**config.mk**
```make
export PLATFORM = sky130hd
export DESIGN_NAME = f_div
export DESIGN_NICKNAME = d
export VERILOG_FILES = /design/src/rtl/f_div_pkg.sv /design/src/rtl/f_div_mant.sv /design/src/rtl/f_div.sv
export SDC_FILE = /design/constraint.sdc
export NUM_CORES = 1
export LEC_CHECK = 0
export CAP_MARGIN = 20
export CORE_AREA = 2 2 171 106
export DETAILED_ROUTE_END_ITERATION = 10
export DIE_AREA = 0 0 173 108
export PLACE_DENSITY = 0.76
export SLEW_MARGIN = 10
export SYNTH_ARGS = -nofsm -noshare
export SYNTH_HDL_FRONTEND = slang
export SYNTH_HIERARCHICAL = 1
export SYNTH_SLANG_ARGS = --single-unit
```
**constraint.sdc**
```tcl
create_clock -name CLK -period 3.2 [get_ports CLK]
set_input_delay 0.64 -clock CLK [delete_from_list [all_inputs] [get_ports CLK]]
set_output_delay 0.64 -clock CLK [all_outputs]
set_load 0.02 [all_outputs]
```
**src/rtl/f_div_pkg.sv**
```systemverilog
// Shared constants, state encoding and special-operand classes for the f_div divider.
package f_div_pkg;

    localparam int          BIAS        = 127;
    localparam int          EXP_MAX     = 255;
    localparam int          ITER        = 25;
    localparam logic [30:0] INF_PATTERN = {8'hFF, 23'h0};

    typedef enum logic [1:0] {
        IDLE = 2'd0,
        CALC = 2'd1,
        NORM = 2'd2
    } state_t;

    typedef enum logic [1:0] {
        SP_NONE = 2'd0,
        SP_DIVZ = 2'd1,
        SP_ZERO = 2'd2,
        SP_INF  = 2'd3
    } special_t;

endpackage

```
**src/rtl/f_div_mant.sv**
```systemverilog
// Restoring mantissa divider: Q = floor(ma * 2^24 / mb), one quotient bit per step, ITER steps.
// done is high during the step that produces the last bit; state only moves on load or step.
module f_div_mant
    import f_div_pkg::*;
(
    input  logic        clk,
    input  logic        rst_n,
    input  logic        load,
    input  logic        step,
    input  logic [23:0] ma,
    input  logic [23:0] mb,
    output logic [24:0] q,
    output logic        done
);

    logic [24:0] rem_q, rem_d;
    logic [24:0] quo_q, quo_d;
    logic [23:0] mb_q, mb_d;
    logic [4:0]  cnt_q, cnt_d;
    logic        ge;
    logic [24:0] rem_sub;

    always_comb begin
        rem_d   = rem_q;
        quo_d   = quo_q;
        mb_d    = mb_q;
        cnt_d   = cnt_q;
        ge      = (rem_q >= {1'b0, mb_q});
        rem_sub = ge ? (rem_q - {1'b0, mb_q}) : rem_q;
        if (load) begin
            rem_d = {1'b0, ma};
            quo_d = '0;
            mb_d  = mb;
            cnt_d = '0;
        end else if (step) begin
            // rem_sub < mb < 2^24, so the shift never loses a bit
            rem_d = {rem_sub[23:0], 1'b0};
            quo_d = {quo_q[23:0], ge};
            cnt_d = cnt_q + 5'd1;
        end
        done = step && !load && (cnt_q == 5'(ITER - 1));
    end

    always_ff @(posedge clk or negedge rst_n) begin
        if (!rst_n) begin
            rem_q <= '0;
            quo_q <= '0;
            mb_q  <= '0;
            cnt_q <= '0;
        end else begin
            rem_q <= rem_d;
            quo_q <= quo_d;
            mb_q  <= mb_d;
            cnt_q <= cnt_d;
        end
    end

    assign q = quo_q;

endmodule

```
**src/rtl/f_div.sv**
```systemverilog
// IEEE-754 single-precision divider (truncating, no denormals): 26 cycles normal, 1 cycle special.
// START is only taken in IDLE with EN high; EN low freezes every register.
module f_div
    import f_div_pkg::*;
(
    input  logic        CLK,
    input  logic        RST,
    input  logic        EN,
    input  logic        START,
    input  logic [31:0] A,
    input  logic [31:0] B,
    output logic [31:0] OUT_DIV,
    output logic        BUSY,
    output logic        DONE,
    output logic        DIV_ZERO,
    output logic        OVERFLOW,
    output logic        UNDERFLOW
);

    localparam logic signed [9:0] BIAS_E = 10'(BIAS);
    localparam logic signed [9:0] EMAX_E = 10'(EXP_MAX);

    state_t             state_q, state_d;
    special_t           special_q, special_d, special_in;
    logic               sign_q, sign_d;
    logic signed [9:0]  ea_q, ea_d, eb_q, eb_d;
    logic [31:0]        out_div_q, out_div_d;
    logic               done_q, done_d;
    logic               div_zero_q, div_zero_d;
    logic               overflow_q, overflow_d;
    logic               underflow_q, underflow_d;

    logic               mant_load, mant_step, mant_done;
    logic [24:0]        quo;
    logic signed [9:0]  exp_w;
    logic [22:0]        frac_w;

    f_div_mant u_mant (
        .clk   (CLK),
        .rst_n (RST),
        .load  (mant_load & EN),
        .step  (mant_step & EN),
        .ma    ({1'b1, A[22:0]}),
        .mb    ({1'b1, B[22:0]}),
        .q     (quo),
        .done  (mant_done)
    );

    always_comb begin
        state_d     = state_q;
        special_d   = special_q;
        sign_d      = sign_q;
        ea_d        = ea_q;
        eb_d        = eb_q;
        out_div_d   = out_div_q;
        done_d      = 1'b0;
        div_zero_d  = div_zero_q;
        overflow_d  = overflow_q;
        underflow_d = underflow_q;
        mant_load   = 1'b0;
        mant_step   = 1'b0;

        if (B[30:23] == 8'h00)      special_in = SP_DIVZ;
        else if (A[30:23] == 8'h00) special_in = SP_ZERO;
        else if (A[30:23] == 8'hFF) special_in = SP_INF;
        else                        special_in = SP_NONE;

        // Quotient lies in (0.5, 2): bit 24 tells which side of 1.0 it fell on
        exp_w  = ea_q - eb_q + (quo[24] ? BIAS_E : (BIAS_E - 10'sd1));
        frac_w = quo[24] ? quo[23:1] : quo[22:0];

        case (state_q)
            IDLE: begin
                if (START) begin
                    sign_d    = A[31] ^ B[31];
                    ea_d      = {2'b00, A[30:23]};
                    eb_d      = {2'b00, B[30:23]};
                    special_d = special_in;
                    if (special_in == SP_NONE) begin
                        mant_load = 1'b1;
                        state_d   = CALC;
                    end else begin
                        state_d   = NORM;
                    end
                end
            end
            CALC: begin
                mant_step = 1'b1;
                if (mant_done) state_d = NORM;
            end
            NORM: begin
                done_d      = 1'b1;
                div_zero_d  = 1'b0;
                overflow_d  = 1'b0;
                underflow_d = 1'b0;
                state_d     = IDLE;
                case (special_q)
                    SP_DIVZ: begin
                        out_div_d  = {sign_q, INF_PATTERN};
                        div_zero_d = 1'b1;
                    end
                    SP_ZERO: out_div_d = {sign_q, 31'h0};
                    SP_INF: begin
                        out_div_d  = {sign_q, INF_PATTERN};
                        overflow_d = 1'b1;
                    end
                    default: begin
                        if (exp_w >= EMAX_E) begin
                            out_div_d  = {sign_q, INF_PATTERN};
                            overflow_d = 1'b1;
                        end else if (exp_w <= 10'sd0) begin
                            out_div_d   = {sign_q, 31'h0};
                            underflow_d = 1'b1;
                        end else begin
                            out_div_d = {sign_q, exp_w[7:0], frac_w};
                        end
                    end
                endcase
            end
            default: state_d = IDLE;
        endcase
    end

    always_ff @(posedge CLK or negedge RST) begin
        if (!RST) begin
            state_q     <= IDLE;
            special_q   <= SP_NONE;
            sign_q      <= 1'b0;
            ea_q        <= '0;
            eb_q        <= '0;
            out_div_q   <= '0;
            done_q      <= 1'b0;
            div_zero_q  <= 1'b0;
            overflow_q  <= 1'b0;
            underflow_q <= 1'b0;
        end else if (EN) begin
            state_q     <= state_d;
            special_q   <= special_d;
            sign_q      <= sign_d;
            ea_q        <= ea_d;
            eb_q        <= eb_d;
            out_div_q   <= out_div_d;
            done_q      <= done_d;
            div_zero_q  <= div_zero_d;
            overflow_q  <= overflow_d;
            underflow_q <= underflow_d;
        end
    end

    assign OUT_DIV   = out_div_q;
    assign DONE      = done_q;
    assign DIV_ZERO  = div_zero_q;
    assign OVERFLOW  = overflow_q;
    assign UNDERFLOW = underflow_q;
    assign BUSY      = (state_q == CALC) || (state_q == NORM);

endmodule

```
==> metrics, run 1 <==
status=finished clean; CP startpoint kind=flip-flop; Die Width=173 microns; Max Freq=around 320 MHz; clock tree buffer depth=2; clk_lat worst skew=about 0.43 ns; sequential fraction of the synthesis area=about two fifths; CTS Buf Count=17; Synth Instances=905; Logic pwr share=around two thirds; Port Buf Inserts=104; Setup Viol. Count Final=0; GRT Util Overall=a little under a quarter; Post-CTS Hold Buffers=0; largest net degree at the start of global routing=64; top cell type's share of synthesized area=roughly 40%; number of cell rows=37; Max H-tree Level=4; core area=~17,000 sq um; post-route ant nets=0; DR pass1 iterations=5; Finished Layout Cells=between 1,000 and 1,500; I/O Pins=105; detailed-route DRC error count=0; crit end category=flip-flop; critical path type=reg -> reg; drt first-iter violations=~600; Post-Syn Area=~8500 sq um; dpl hpwl=~15,000 microns; pwr/cell area=~1200 nW/um^2; crit-path max FO=6; count of different cell masters after synthesis=87; Slew Limit Fails=0; Setup Skew=about 0.0098 ns; total power=13.2 mW; Sw Ratio=a little under half; Main synth FF type=dfrtp_1; synth top area cells=dfrtp_1, mux2i_1, ha_1, nand2_1, nor2_1; crit path DAT=~3.4 ns; Ys Warns=6; CTS tree=yes; # fillers=about 1,400; worst-margin pin slew=a little under 0.7 ns; Root Driver=clkbuf_16; routability cong.=0.908; CP max-delay cell=dfrtp_1; die area=18,700 sq um; Max VDD drop=between 0.0006 and 0.0007 V; Post-synth EDFFs=0; HP Class=in -> async; Synth async-reset ratio=100%; Mapped Avg Cell Area=between 9 and 10 sq um; first-pass GRT wire length=between 30,000 and 40,000 microns; synthesis-to-layout area growth=26.3%; part of the power in the clock network=around 14%; Worst-path clk slew=approximately 0.06 ns; Final #Nets=between 1,000 and 1,500; Diodes inserted=0; Initial Util=about half; initial antenna violation count=0; placed insts=around 1,200; Switch Pwr=6.27 mW; worst relative slew slack=between 50% and 60%; Worst Setup Slack, final=0.0670 ns; critical path data required time=approximately 3.5 ns; CP max stage delay=roughly 0.42 ns; largest area contributor in the netlist=dfrtp_1; CP Cell Sequence=ha_4 -> fa_2 -> nand2b_4 -> o2bb2ai_2 -> buf_4 -> xnor3_4 -> a211oi_2 -> o211ai_1 -> a21oi_4 -> clkbuf_16 -> o41ai_2; Vias=7,331; Pleak=4.65 nW; Max Cap Viol=0; share of cells above drive strength 1=between 10% and 20%; chip height=108 microns; fin crit share=97.9%; Final Routed Wirelength=between 20,000 and 25,000 microns; Avg WL per Cell=roughly 18 microns; Sinks on Clock Net=roughly 140; Internal=~7 mW; flops & latches, synth=around 140; Flop pwr share=approximately a fifth; post-place setup slack=-0.0654 ns; minimum period implied by the final worst setup slack=approximately 3.1 ns; grt total ovfl=0; Hold Fails Final Rpt=0; DR vias/cell=5.80; number of global-route vias before repair=slightly below 7,000
## layer usage
metal | up-vias | share of wire [%] | GRT usage, %
li1 | 3503 | - | -
met1 | 3533 | 51 | 37.8
met2 | 271 | 40 | 32.7
met3 | 24 | 7.5 | 4.78
met4 | 0 | 1.0 | 6.30
met5 | - | 0 | 0
## synthesized netlist by cell type (18+ instances only)
cell,number
dfrtp_1,136
nand2_1,87
nor2_1,87
a21oi_1,63
inv_1,57
mux2i_1,56
o21ai_0,49
ha_1,39
clkbuf_1,28
o41ai_2,19
mux2_2,18
## worst max-delay path: cells and delay by family (launching register included)
| kind | cells | cell delay (ns) |
|---|---|---|
| buffers and inverters | 2 | 0.39 |
| adders and majority gates | 2 | 0.60 |
| DFF | 1 | 0.42 |
| xor gates and xnor gates | 1 | 0.42 |
| AOI/OAI and AO/OA | 5 | 1.01 |
| and+or+nand+nor | 1 | 0.17 |
## area by class of cell
cell class | count | area [sq um] | share of cell area [%]
clock buffer | 18 | 429 | 3.98
clock inverter | 14 | 130 | 1.21
inverter | 57 | 214 | 1.98
multi-input combinational | 666 | 4880 | 45.3
sequential | 136 | 3400 | 31.5
tap | 234 | 293 | 2.71
timing repair buffer | 138 | 1440 | 13.3
## timing repair
item	in CTS	in global routing
cloned	0	3
setup buffers	1	1
pin swaps	2	9
gates resized for setup	2	26
endpoints found under the setup margin	11	32
## metrics by stage
step	TNS, ns	utilization, %	hold WS (ns)	cell area (sq um)
6_report	0	63.7	0.176	10800
4_1_cts	0	62.4	0.201	10600
2_1_floorplan	0	-	0.344	8550
5_1_grt	-0.274	63.7	0.225	10800
3_5_place_dp	-0.0949	59.0	0.460	9990
3_3_place_gp	0	59.0	0.459	9990
## placed cells by master, fill, tap and decap left out, types with 5 or more instances in the layout
| cell | n |
|---|---|
| a221oi_1 | 5 |
| o21a_1 | 9 |
| o21ai_1 | 7 |
| a21o_1 | 10 |
| o31ai_1 | 9 |
| or4_1 | 5 |
| buf_12 | 8 |
| o21ai_0 | 47 |
| nor2_1 | 86 |
| inv_1 | 57 |
| buf_4 | 23 |
| ha_1 | 37 |
| a31oi_1 | 7 |
| clkbuf_16 | 19 |
| clkinv_4 | 8 |
| dfrtp_1 | 136 |
| mux2_2 | 18 |
| nor2b_1 | 10 |
| nand3_1 | 16 |
| clkdlybuf4s50_1 | 103 |
| and3_1 | 5 |
| nand4_1 | 8 |
| xor2_1 | 11 |
| o41ai_2 | 20 |
| mux2i_1 | 56 |
| nand2_1 | 87 |
| a21oi_1 | 62 |
| o211ai_1 | 6 |
| a211oi_1 | 9 |
| xnor2_1 | 10 |
| nand2b_1 | 8 |
| nor3_1 | 16 |
## power by group through the flow
stage / registers, mW / clock network [mW] / logic, mW
CTS: 2.61 / 1.89 / 8.18
floorplan: 2.65 / 0 / 5.85
global placement: 2.62 / 0 / 7.97
detailed placement: 2.64 / 0 / 8.06
finish: 2.62 / 1.86 / 8.76
global route: 2.69 / 1.97 / 9.56
## logic make-up (layout without fill, tap and decap cells)
logic type / count (synthesis) / after routing / share of synthesized area [%]
other: 1 / 2 / 0.0439
and+or+nand+nor: 278 / 278 / 15.4
adders and majority gates: 41 / 41 / 6.18
xor gates and xnor gates: 24 / 24 / 2.67
muxes: 74 / 74 / 8.93
DFF: 136 / 136 / 39.8
buffers and inverters: 104 / 227 / 5.10
AOI/OAI and AO/OA: 247 / 247 / 21.8
## sequential cells by signal, summed over array words and instances, names as in the netlist
register and flops:
special_q 2, u_mant/cnt_q 5, u_mant/mb_q 24, eb_q 8
OVERFLOW 1, ea_q 8, u_mant/rem_q 25, sign_q 1
OUT_DIV 32, DONE 1, DIV_ZERO 1, UNDERFLOW 1
state_q 2, u_mant/q 25
## worst paths after layout
kind	end	start	cells past startpoint	slack, ns
setup / recovery	OUT_DIV[1]$_DFFE_PN0P_	eb_q[0]$_DFFE_PN0P_	11	0.07
min in group CLK	OUT_DIV[11]$_DFFE_PN0P_	OUT_DIV[11]$_DFFE_PN0P_	2	0.48
hold reg to reg	OUT_DIV[11]$_DFFE_PN0P_	OUT_DIV[11]$_DFFE_PN0P_	2	0.48
max in group asynchronous	eb_q[4]$_DFFE_PN0P_	RST	2	2.28
hold / removal	u_mant/q[7]$_DFFE_PN0P_	RST	1	0.18
setup reg to reg	OUT_DIV[1]$_DFFE_PN0P_	eb_q[0]$_DFFE_PN0P_	11	0.07
No activity file was read; power rests on OpenSTA's default activity.
==> run 2: changes to the inputs <==
--- a/config.mk
+++ b/config.mk
@@ -10,6 +10,7 @@
 export DETAILED_ROUTE_END_ITERATION = 10
 export DIE_AREA = 0 0 173 108
 export PLACE_DENSITY = 0.76
+export SETUP_SLACK_MARGIN = 0.4
 export SLEW_MARGIN = 10
 export SYNTH_ARGS = -nofsm -noshare
 export SYNTH_HDL_FRONTEND = slang
==> run 2 against run 1 <==
Critical path type unchanged; clock power increased by 9%; non-clock buffer count is 17 higher; utilization increased by 2.3 points; setup slack gained 0.0039 ns; cell count is 1.4% higher; register-to-register slack about the same; first-iteration DRC count up 1.8%; via count is 2.4% higher; sequential cell count unchanged.
==> metrics, run 2 (synthesis results as in run 1) <==
status=finished clean (unchanged); WL met1=11,600 microns (was 11,400 microns); minimum period implied by the final worst setup slack=3.13 ns (about the same); CTS tree=yes (unchanged); number of cells on the worst reg-to-reg path=10 (was 11); dpl hpwl=15,300 microns (was 15,400 microns); most common cell after layout, fill and taps aside=dfrtp_1 (unchanged); Vias=7,505 (was 7,331); capture point of the worst reg-to-reg path=OUT_DIV[0]$_DFFE_PN0P_ (was OUT_DIV[1]$_DFFE_PN0P_); first-pass GRT wire length=36,600 microns (was 35,800 microns); clock tree buffer depth=2 (unchanged); Final Routed Wirelength=23,500 microns (was 22,200 microns); number of cell rows=37 (unchanged); drt first-iter violations=629 (was 618); Detail Route met2 WL=10,000 microns (was 8880 microns); most frequent cells in the layout=dfrtp_1, clkdlybuf4s50_1, nand2_1, nor2_1, a21oi_1 (unchanged); routability cong.=0.917 (was 0.908); CP max stage delay=0.45 ns (was 0.42 ns); Setup Viol. Count Final=0 (unchanged); Port Buf Inserts=104 (unchanged); # fillers=1,318 (was 1,427); largest net degree at the start of global routing=88 (was 64); met3 wire length=1650 microns (was 1670 microns); Root Driver=clkbuf_16 (unchanged); Die Width=173 microns (unchanged); Pleak=4.81 nW (was 4.65 nW); crit end category=flip-flop (unchanged); share of cells above drive strength 1=17.9% (was 14.3%); grt total ovfl=0 (unchanged); post-route ant nets=0 (unchanged); reg-to-reg startpoint=ea_q[3]$_DFFE_PN0P_ (was eb_q[0]$_DFFE_PN0P_); worst-margin pin slew=0.817 ns (was 0.676 ns); post-route cell area=11,200 sq um (was 10,800 sq um); CP Cell Sequence=ha_4 -> and2_4 -> a221o_1 -> or3_4 -> a2111oi_4 -> and3_4 -> o31ai_4 -> buf_6 -> clkbuf_16 -> o41ai_2 (was ha_4 -> fa_2 -> nand2b_4 -> o2bb2ai_2 -> buf_4 -> xnor3_4 -> a211oi_2 -> o211ai_1 -> a21oi_4 -> clkbuf_16 -> o41ai_2); crit path DAT=3.44 ns (was 3.43 ns); Max VDD drop=0.000831 V (was 0.000683 V); Slew Limit Fails=0 (unchanged); total power=14.3 mW (was 13.2 mW); Top Metal Used=met4 (unchanged); pwr/cell area=1280 nW/um^2 (was 1230 nW/um^2); Initial Util=50.4% (unchanged); critical path type=reg -> reg (unchanged); chip height=108 microns (unchanged); WP buf/inv=2 (unchanged); crit-path max FO=7 (was 6); I/O Pins=105 (unchanged); Sinks on Clock Net=136 (unchanged); die area=18,700 sq um (unchanged); DR vias/cell=5.86 (was 5.80); core area=16,900 sq um (unchanged); fin crit share=97.8% (was 97.9%); RSZ-0062 raised after global routing=true; Final #Nets=1,143 (was 1,125); Setup TNS Final=0 ns (unchanged); Max H-tree Level=4 (unchanged); Worst-path clk slew=0.07 ns (was 0.06 ns); post-place setup slack=0.0568 ns (was -0.0654 ns); initial antenna violation count=0 (unchanged); number of flip-flops under the largest register name=32 (unchanged); CP startpoint kind=flip-flop (unchanged); Placed Area=9950 sq um (was 9990 sq um); Avg WL per Cell=18.3 microns (was 17.6 microns); synthesis-to-layout area growth=30.8% (was 26.3%); Hold WS=0.271 ns (was 0.176 ns); HP Class=in -> async (unchanged); number of global-route vias before repair=7,130 (was 6,876); Worst Setup Slack, final=0.0709 ns (was 0.0670 ns); Max Cap Viol=0 (unchanged); worst relative slew slack=45.5% (was 54.7%); critical path data required time=3.51 ns (was 3.50 ns); clk_lat worst skew=0.42 ns (was 0.43 ns); FF-to-FF setup slack=0.07 ns (about the same); detailed-route DRC error count=0 (unchanged); Setup Skew=0.00880 ns (was 0.00976 ns); Hold Fails Final Rpt=0 (unchanged); DR pass1 iterations=5 (unchanged); Max Freq=320 MHz (was 319 MHz); CTS Buf Count=17 (unchanged); crit-path leading delay family=compound AO/OA/AOI/OAI gates (unchanged); GRT Util Overall=24.3% (was 23.9%); CP max-delay cell=or3_4 (was dfrtp_1); Diodes inserted=0 (unchanged)
[run 2: cell count changes in the layout (fill, tap and decap cells not counted), moves of 4 or more]
cell      before  now
buf_4         23   38
clkinv_4       8    3
ha_1          37   33
inv_6          0    4
[run 2: what timing repair did]
action / CTS / global route
hold buffers: 0 / 0
pin swaps: 15 / 23
gates cloned: 2 / 4
buffers inserted: 10 / 11
gates resized for setup: 30 / 29
setup endpoints to repair: 33 / 47
endpoints found under the hold margin: 0 / 0
[run 2: report_power, final]
part | internal [mW] | leakage [nW] | switching [mW]
Sequential | 2.27 | 1.74 | 0.367
Combinational | 4.13 | 2.78 | 5.53
Clock | 1.19 | 0.292 | 0.840
Total | 7.59 | 4.81 | 6.74
[run 2: worst max-delay path by stage]
| stage | from | endpoint | slack [ns] | depth (start not counted) |
|---|---|---|---|---|
| after floorplan | ea_q[0]$_DFFE_PN0P_ | OUT_DIV[14]$_DFFE_PN0P_ | 0.30 | 11 |
| after global placement | B[24] | u_mant/rem_q[24]$_DFFE_PN0P_ | 0.15 | 9 |
| after detailed placement | ea_q[0]$_DFFE_PN0P_ | OUT_DIV[0]$_DFFE_PN0P_ | 0.06 | 11 |
| after CTS | ea_q[2]$_DFFE_PN0P_ | OUT_DIV[1]$_DFFE_PN0P_ | 0.13 | 10 |
| after global routing | ea_q[0]$_DFFE_PN0P_ | OUT_DIV[0]$_DFFE_PN0P_ | -0.04 | 13 |
| final | ea_q[3]$_DFFE_PN0P_ | OUT_DIV[0]$_DFFE_PN0P_ | 0.07 | 10 |
[run 2: final cells by class]
cell class                 instances  area [sq um]  area share (%)
clock inverter                    14           164            1.47
inverter                          57           214            1.92
sequential                       136          3400            30.5
multi-input combinational        667          5070            45.4
tap                              234           293            2.62
clock buffer                      18           439            3.93
timing repair buffer             155          1590            14.2
[run 2: per-layer routing]
layer	GRT usage, %	up-vias
met2	35.1	304
met1	37.6	3642
met5	0	-
li1	-	3543
met4	6.30	0
met3	3.76	16
[run 2: metrics by stage]
step                std cells  utilization, %
floorplan                 906               -
global placement         1222            58.7
detailed placement       1222            58.7
CTS                      1266            64.0
global route             1281            65.9
finish                   1281            65.9
==> run 3: changes to the inputs <==
--- a/config.mk
+++ b/config.mk
@@ -9,7 +9,7 @@
 export CORE_AREA = 2 2 171 106
 export DETAILED_ROUTE_END_ITERATION = 10
 export DIE_AREA = 0 0 173 108
-export PLACE_DENSITY = 0.76
+export PLACE_DENSITY = 0.72
 export SETUP_SLACK_MARGIN = 0.4
 export SLEW_MARGIN = 10
 export SYNTH_ARGS = -nofsm -noshare
==> run 3 against run 2 <==
Sequential share of layout area down 0.26 points; combinational power grew 2.6%; critical path type unchanged; fmax decreased by 2.0%; highest routed layer unchanged; largest cell class unchanged.
==> metrics, run 3 (synthesis results as in run 1) <==
Slew Limit Fails=0 (unchanged); Detail Route met2 WL=9650 microns (was 10,000 microns); Max VDD drop=0.000846 V (was 0.000831 V); number of flip-flops under the largest register name=32 (unchanged); Worst Setup Slack, final=0.00799 ns (was 0.0709 ns); I/O Pins=105 (unchanged); post-route cell area=11,300 sq um (was 11,200 sq um); worst relative slew slack=60.3% (was 45.5%); met3 wire length=1780 microns (was 1650 microns); drt first-iter violations=643 (was 629); # fillers=1,396 (was 1,318); critical path data required time=3.53 ns (was 3.51 ns); post-route ant nets=0 (unchanged); dpl hpwl=15,600 microns (was 15,300 microns); Top Metal Used=met4 (unchanged); routability cong.=0.915 (was 0.917); Root Driver=clkbuf_16 (unchanged); Hold Fails Final Rpt=0 (unchanged); Max Freq=313 MHz (was 320 MHz); first-pass GRT wire length=37,600 microns (was 36,600 microns); status=finished clean (unchanged); initial antenna violation count=0 (unchanged); minimum period implied by the final worst setup slack=3.19 ns (was 3.13 ns); Max H-tree Level=4 (unchanged); synthesis-to-layout area growth=31.9% (was 30.8%); worst-margin pin slew=0.595 ns (was 0.817 ns); number of cell rows=37 (unchanged); Setup Skew=0.0116 ns (was 0.00880 ns); WL met1=11,700 microns (was 11,600 microns); post-layout util=66.5% (was 65.9%); pwr/cell area=1290 nW/um^2 (was 1280 nW/um^2); Placed Area=9960 sq um (was 9950 sq um); Setup TNS Final=0 ns (unchanged); DR pass1 iterations=6 (was 5); DR vias/cell=5.82 (was 5.86); Initial Util=50.4% (unchanged); Worst-path clk slew=0.07 ns (about the same); detailed-route DRC error count=0 (unchanged); Setup Viol. Count Final=0 (unchanged); RSZ-0062 raised after global routing=true (unchanged); Port Buf Inserts=104 (unchanged); clock tree buffer depth=2 (unchanged); Final Routed Wirelength=23,400 microns (was 23,500 microns); Die Width=173 microns (unchanged); Hold WS=0.180 ns (was 0.271 ns); Sinks on Clock Net=136 (unchanged); fin crit share=99.8% (was 97.8%); CTS tree=yes (unchanged); Vias=7,509 (was 7,505); grt total ovfl=0 (unchanged); critical path type=reg -> reg (unchanged); number of global-route vias before repair=7,187 (was 7,130); Diodes inserted=0 (unchanged); core area=16,900 sq um (unchanged); CP startpoint kind=flip-flop (unchanged); chip height=108 microns (unchanged); share of cells above drive strength 1=18.5% (was 17.9%); most frequent cells in the layout=dfrtp_1, clkdlybuf4s50_1, nand2_1, nor2_1, a21oi_1 (unchanged); Final #Nets=1,152 (was 1,143); Avg WL per Cell=18.2 microns (was 18.3 microns); HP Class=in -> async (unchanged); Pleak=4.88 nW (was 4.81 nW); crit end category=flip-flop (unchanged); most common cell after layout, fill and taps aside=dfrtp_1 (unchanged); CTS Buf Count=17 (unchanged); Max Cap Viol=0 (unchanged); clk_lat worst skew=0.42 ns (about the same); GRT Util Overall=25.0% (was 24.3%); post-place setup slack=-0.0175 ns (was 0.0568 ns); largest net degree at the start of global routing=64 (was 88); die area=18,700 sq um (unchanged); crit path DAT=3.52 ns (was 3.44 ns); crit-path max FO=7 (unchanged)
run 3: worst max-delay path: stages (launching register included):
cell and delay (ns):
dfrtp_1 0.39, inv_2 0.08, ha_4 0.22, and2_4 0.15, a221o_1 0.34, or3_4 0.43
a2111oi_4 0.46, and3_4 0.28, o31ai_4 0.07, buf_12 0.17, clkbuf_16 0.17, o41ai_4 0.34
run 3: layer usage:
metal  vias to the layer above  GRT usage, %
met1                      3659          38.9
met5                         -             0
met4                         0          7.32
li1                       3557             -
met3                        23          4.85
met2                       270          34.9
run 3: area by class of cell:
cell class                 count  area, sq um  share of cell area, %
tap                          234          293                   2.60
multi-input combinational    667         5090                   45.1
inverter                      57          214                   1.90
timing repair buffer         164         1670                   14.8
clock buffer                  17          425                   3.78
clock inverter                15          179                   1.59
sequential                   136         3400                   30.2
run 3: power by group:
part           switching (mW)  internal, mW  leakage (nW)
clock network           0.900          1.12         0.294
logic                    5.56          4.35          2.85
registers               0.365          2.27          1.74
run 3: worst paths after layout:
path                       slack, ns               startpoint                          end  depth (start not counted)
setup / recovery               0.008      eb_q[3]$_DFFE_PN0P_      OUT_DIV[20]$_DFFE_PN0P_                         11
hold / removal                  0.18                      RST     u_mant/q[12]$_DFFE_PN0P_                          1
setup reg to reg               0.008      eb_q[3]$_DFFE_PN0P_      OUT_DIV[20]$_DFFE_PN0P_                         11
hold reg to reg                 0.48  OUT_DIV[13]$_DFFE_PN0P_      OUT_DIV[13]$_DFFE_PN0P_                          2
max in group asynchronous       2.23                      RST  u_mant/mb_q[13]$_DFFE_PN0P_                          2
min in group CLK                0.48  OUT_DIV[13]$_DFFE_PN0P_      OUT_DIV[13]$_DFFE_PN0P_                          2
run 3: timing repair:
item                       CTS  global route
resized for setup           31            26
hold buffers                 0             0
setup buffers               13            17
pin swaps                    9            22
setup endpoints to repair   32            48
cloned                       2             3
run 3: metrics by stage:
| step | total power [mW] | instances |
|---|---|---|
| CTS | 13.5 | 1270 |
| finish | 14.6 | 1290 |
| detailed placement | 10.5 | 1223 |
| global route | 15.6 | 1290 |
| global placement | 10.4 | 1223 |
| floorplan | 8.58 | 906 |
==> edit 1 (config.mk and constraints of run 1) <==
Take the reset off `mb_q` and load it in a clocked block of its own.
--- a/src/rtl/f_div_mant.sv
+++ b/src/rtl/f_div_mant.sv
@@ -45,14 +45,16 @@
         if (!rst_n) begin
             rem_q <= '0;
             quo_q <= '0;
-            mb_q  <= '0;
             cnt_q <= '0;
         end else begin
             rem_q <= rem_d;
             quo_q <= quo_d;
-            mb_q  <= mb_d;
             cnt_q <= cnt_d;
         end
+    end
+
+    always_ff @(posedge clk) begin
+        mb_q <= mb_d;
     end
 
     assign q = quo_q;
Behaviour: no difference found for any inputs over 4 cycles, from zero or initial values and one cycle with RST low; that may be too few to reach the edited logic, so the function may still have changed.
==> edit 1 against run 1 <==
Hold slack gained 0.11 ns; synthesized cell count shrank 8.1%; count of clock-buffer cells in the layout grew 2; core utilization shrank 1.0 points; sequential share of layout area is 1.6 points higher; highest routed layer unchanged; final area decreased by 1.6%; setup slack improved by 0.0017 ns; critical path depth fell by 1; critical path type unchanged; synthesized area down 3.5%; routed wire length decreased by 5.6%; combinational power decreased by 18%; total power is 11% lower; sequential cell count unchanged.
==> edit 1: results (changes against run 1) <==
| Metric | Value |
|---|---|
| Mean Syn Cell Area | 9.910 um^2 (+5.0%) |
| Vias in the first global route | 6364 (-7.4%) |
| Static leakage | 4.531 nW (-2.5%) |
| Most common library cells after synthesis | 112 x dfrtp_1, 89 x nor2_1, 71 x nand2_1 |
| Post-synth EDFFs | 24 (+24) |
| Filler instances | 1387 (-2.8%) |
| Seq/Total Area, Yosys | 0.4273 (+0.02895) |
| Wire per inst | 17.36 um (-1.2%) |
| Met1 usage | 0.3548 (-0.02352) |
| Final GP Congestion | 0.9336 (+2.8%) |
| Initial DRC Count | 610 (-1.3%) |
| Worst-path fanout max | 12 (+6) |
| Synth async-reset ratio | 0.8235 (-0.1765) |
| Status | finished, final reports clean |
| Largest net degree at the start of global routing | 113 (+77%) |
| Crit path max-delay cell type | a2111oi_4 |
| Slew margin rel. | 0.5756 (+0.02850) |
| Total GRT Usage | 0.2245 (-0.01422) |
| Global-route track usage on met3 | 0.05485 (+0.007032) |
| Fin nets | 1069 (-5.0%) |
| Area contributors post-synth | dfrtp_1 34%, edfxtp_1 8.7%, mux2i_1 6.1%, ha_1 5.9%, nor2_1 4.1% |
| Clock Skews | 0.01682 ns (+0.007062 ns) |
| Unique masters post-synth | 83 (-4.6%) |
| Critical Path AT | 3.44 ns (about the same) |
| Worst-Skew Late Latency | ~0.42 ns |
| Vias/cell | 5.587 (-3.7%) |
| Proportion of layout cells with a drive suffix above 1 | 0.1644 (+0.02158) |
| Max rail drop VDD | 798.4 uV (+17%) |
| Num CTS Buffers | 17 (unchanged) |
| First-pass GRT wire length | 33490 um (-6.5%) |
| Hpwl dp | 14680 um (-4.9%) |
| M2 GR Usage | 0.3026 (-0.02400) |
| Switching portion of total power | 0.4464 (-0.02714) |
-- edit 1: area by class of cell --
cell class	count	area [um^2]	area share
timing repair buffer	148	1456	0.1372
tap	234	292.8	0.02757
inverter	49	183.9	0.01732
clock inverter	12	151.4	0.01426
sequential	136	3523	0.3318
clock buffer	20	479.2	0.04513
multi-input combinational	608	4531	0.4267
-- edit 1: per-layer routing --
| layer | routed length [um] | vias up |
|---|---|---|
| met5 | 0 | - |
| met4 | 207 | 0 |
| met3 | 1540 | 20 |
| met2 | 8418 | 227 |
| met1 | 10790 | 3226 |
| li1 | - | 3271 |
-- edit 1: logic make-up after synthesis --
family          count (synthesis)  synth area share
buf+inv                        89           0.04416
xor+xnor                       28           0.03187
fa+ha+maj                      41           0.06404
mux                            67           0.08437
flops                         136            0.4273
other cells                     1         0.0004548
compound gates                192            0.1865
simple gates                  278            0.1613
-- edit 1: what timing repair did --
item,in CTS,in global routing
endpoints found under the setup margin,21,35
setup buffers,1,2
gates cloned,0,1
pin swaps,1,9
gates resized for setup,4,28
endpoints found under the hold margin,0,0
hold buffers,0,0
-- edit 1: per-stage QoR --
stage	setup WS [ns]	area, um^2	hold slack [ns]	std cells
CTS	0.04683	10440	0.3317	1204
global placement	0.07776	9776	0.4607	1171
global route	-0.02387	10620	0.3486	1207
finish	0.06863	10620	0.2857	1207
detailed placement	-0.06021	9776	0.4614	1171
floorplan	0.1779	8252	0.3444	833
-- edit 1: path summary, 6_finish.rpt --
path / start / end / slack [ns] / depth (start not counted)
min in group CLK: OUT_DIV[10]$_DFFE_PN0P_ / OUT_DIV[10]$_DFFE_PN0P_ / 0.48 / 2
max in group asynchronous: RST / state_q[1]$_DFFE_PN0P_ / 2.42 / 2
min reg2reg: OUT_DIV[10]$_DFFE_PN0P_ / OUT_DIV[10]$_DFFE_PN0P_ / 0.48 / 2
min: RST / OUT_DIV[9]$_DFFE_PN0P_ / 0.29 / 2
max reg2reg: ea_q[3]$_DFFE_PN0P_ / OUT_DIV[2]$_DFFE_PN0P_ / 0.07 / 10
max: ea_q[3]$_DFFE_PN0P_ / OUT_DIV[2]$_DFFE_PN0P_ / 0.07 / 10
-- edit 1: power by group through the flow --
stage          registers [mW]  logic (mW)  clock network [mW]
3_3_place_gp             2.53        6.49                   0
6_report                 2.53        7.17                2.10
5_1_grt                  2.59        7.78                2.21
3_5_place_dp             2.55        6.53                   0
4_1_cts                  2.52        6.63                2.13
2_1_floorplan            2.55        4.47                   0
==> edit 2 (settings of run 1) <==
Made on the original files. The package constant `EXP_MAX` goes from 255 to 127.
--- a/src/rtl/f_div_pkg.sv
+++ b/src/rtl/f_div_pkg.sv
@@ -2,7 +2,7 @@
 package f_div_pkg;
 
     localparam int          BIAS        = 127;
-    localparam int          EXP_MAX     = 255;
+    localparam int          EXP_MAX     = 127;
     localparam int          ITER        = 25;
     localparam logic [30:0] INF_PATTERN = {8'hFF, 23'h0};
 
Behaviour: no difference found for any inputs over 4 cycles, from zero or initial values and one cycle with RST low; that may be too few to reach the edited logic, so the function may still have changed.
==> edit 2 against run 1 <==
Sequential cell count stayed put; count of clock-buffer cells in the layout down 1; cell count down 1.4%; setup slack worse by 0.025 ns; sequential share of layout area grew 1.5 points; synthesized area is 2.8% lower; clock skew rose by 0.0024 ns; global-route usage is 1.6 points lower; final area is 4.7% lower; largest cell class unchanged; highest routed layer unchanged; fmax is 0.78% lower; routed wire length shrank 8.0%; critical path type unchanged; total power fell by 5.7%; largest power group unchanged.
==> edit 2: results (changes against run 1) <==
| Metric | Value |
|---|---|
| Worst-path fanout max | 23 (+17) |
| Most common library cells after synthesis | 136 x dfrtp_1, 92 x nor2_1, 89 x nand2_1 |
| R2R Setup Slk | 0.04 ns (-0.02 ns) |
| Status | finished, final reports clean |
| Gate power share | 0.637 (-0.024) |
| Static leakage | 4.366 nW (-6.0%) |
| Wire per inst | 16.40 um (-6.7%) |
| Max rail drop VDD | 537.4 uV (-21%) |
| Vias in the first global route | 6628 (-3.6%) |
| Slew margin rel. | 0.5138 (-0.03329) |
| Initial DRC Count | 562 (-9.1%) |
| Post-Place Setup Slack | 0.1247 ns (+0.1901 ns) |
| Critical Path AT | 3.45 ns (+0.02 ns) |
| Cells after synthesis | 898 (-0.77%) |
| Fin nets | 1107 (-1.6%) |
| Proportion of layout cells with a drive suffix above 1 | 0.1197 (-0.02317) |
| Seq/Total Area, Yosys | 0.4098 (+0.01140) |
| Min Hold Slack | 0.2591 ns (+0.08333 ns) |
| Clk pwr share | 0.154 (+0.013) |
| First-pass GRT wire length | 33630 um (-6.1%) |
| Worst-Skew Late Latency | 0.41 ns (-0.02 ns) |
| Area contributors post-synth | dfrtp_1 41%, mux2i_1 6.7%, ha_1 5.9%, nor2_1 4.2%, a21oi_1 4.1% |
| Crit-path max cell delay | 0.51 ns (+0.09 ns) |
| Vias | 6948 (-5.2%) |
| Clock Skews | 0.01218 ns (+0.002429 ns) |
edit 2: changes by cell type after synthesis, moves of 6 or more:
cell,delta
xnor2_1,+6
a31oi_1,+7
o21ai_2,+20
o41ai_2,-19
edit 2: area by class of cell:
cell class              count  area, um^2
repair buffers            124        1267
clock buffers              17       425.4
well taps                 234       292.8
fillers                  1494        6656
flip-flops and latches    136        3403
multi-input cells         665        4536
clock inverters            15       160.2
inverters                  54       202.7
edit 2: logic make-up (layout without fill, tap and decap cells):
kind of cell    after synthesis  in the layout  synth area share
flops                       136            136            0.4098
other cells                   1              2         0.0004515
fa+ha+maj                    41             41           0.06357
xor+xnor                     30             30           0.03435
buf+inv                      98            210           0.04926
mux                          75             75           0.09325
compound gates              237            237            0.1912
simple gates                280            280            0.1582
edit 2: worst min-delay path by stage:
stage / start / to / cells past startpoint
after CTS: RST / OUT_DIV[3]$_DFFE_PN0P_ / 1
after floorplan: RST / DIV_ZERO$_DFFE_PN0P_ / 0
after global placement: sign_q$_DFFE_PN0P_ / OUT_DIV[31]$_DFFE_PN0P_ / 2
final: RST / OUT_DIV[3]$_DFFE_PN0P_ / 1
after global routing: RST / OUT_DIV[3]$_DFFE_PN0P_ / 1
after detailed placement: sign_q$_DFFE_PN0P_ / OUT_DIV[31]$_DFFE_PN0P_ / 2
edit 2: metal layers:
metal,GRT usage,vias up,share of wire
li1,-,3381,-
met5,0,-,0
met2,0.3209,194,0.41
met1,0.3501,3353,0.52
met4,0.04540,0,0.0082
met3,0.03903,20,0.053
edit 2: metrics by stage:
stage	cell area, um^2	power, mW
final	10290	12.49
after global routing	10290	13.46
after CTS	10250	12.25
after detailed placement	9664	10.22
after global placement	9664	10.07
after floorplan	8309	8.477
edit 2: repair_timing:
item                       CTS  global route
buffers inserted             0             1
gates resized for setup      0             7
setup endpoints to repair    0            31
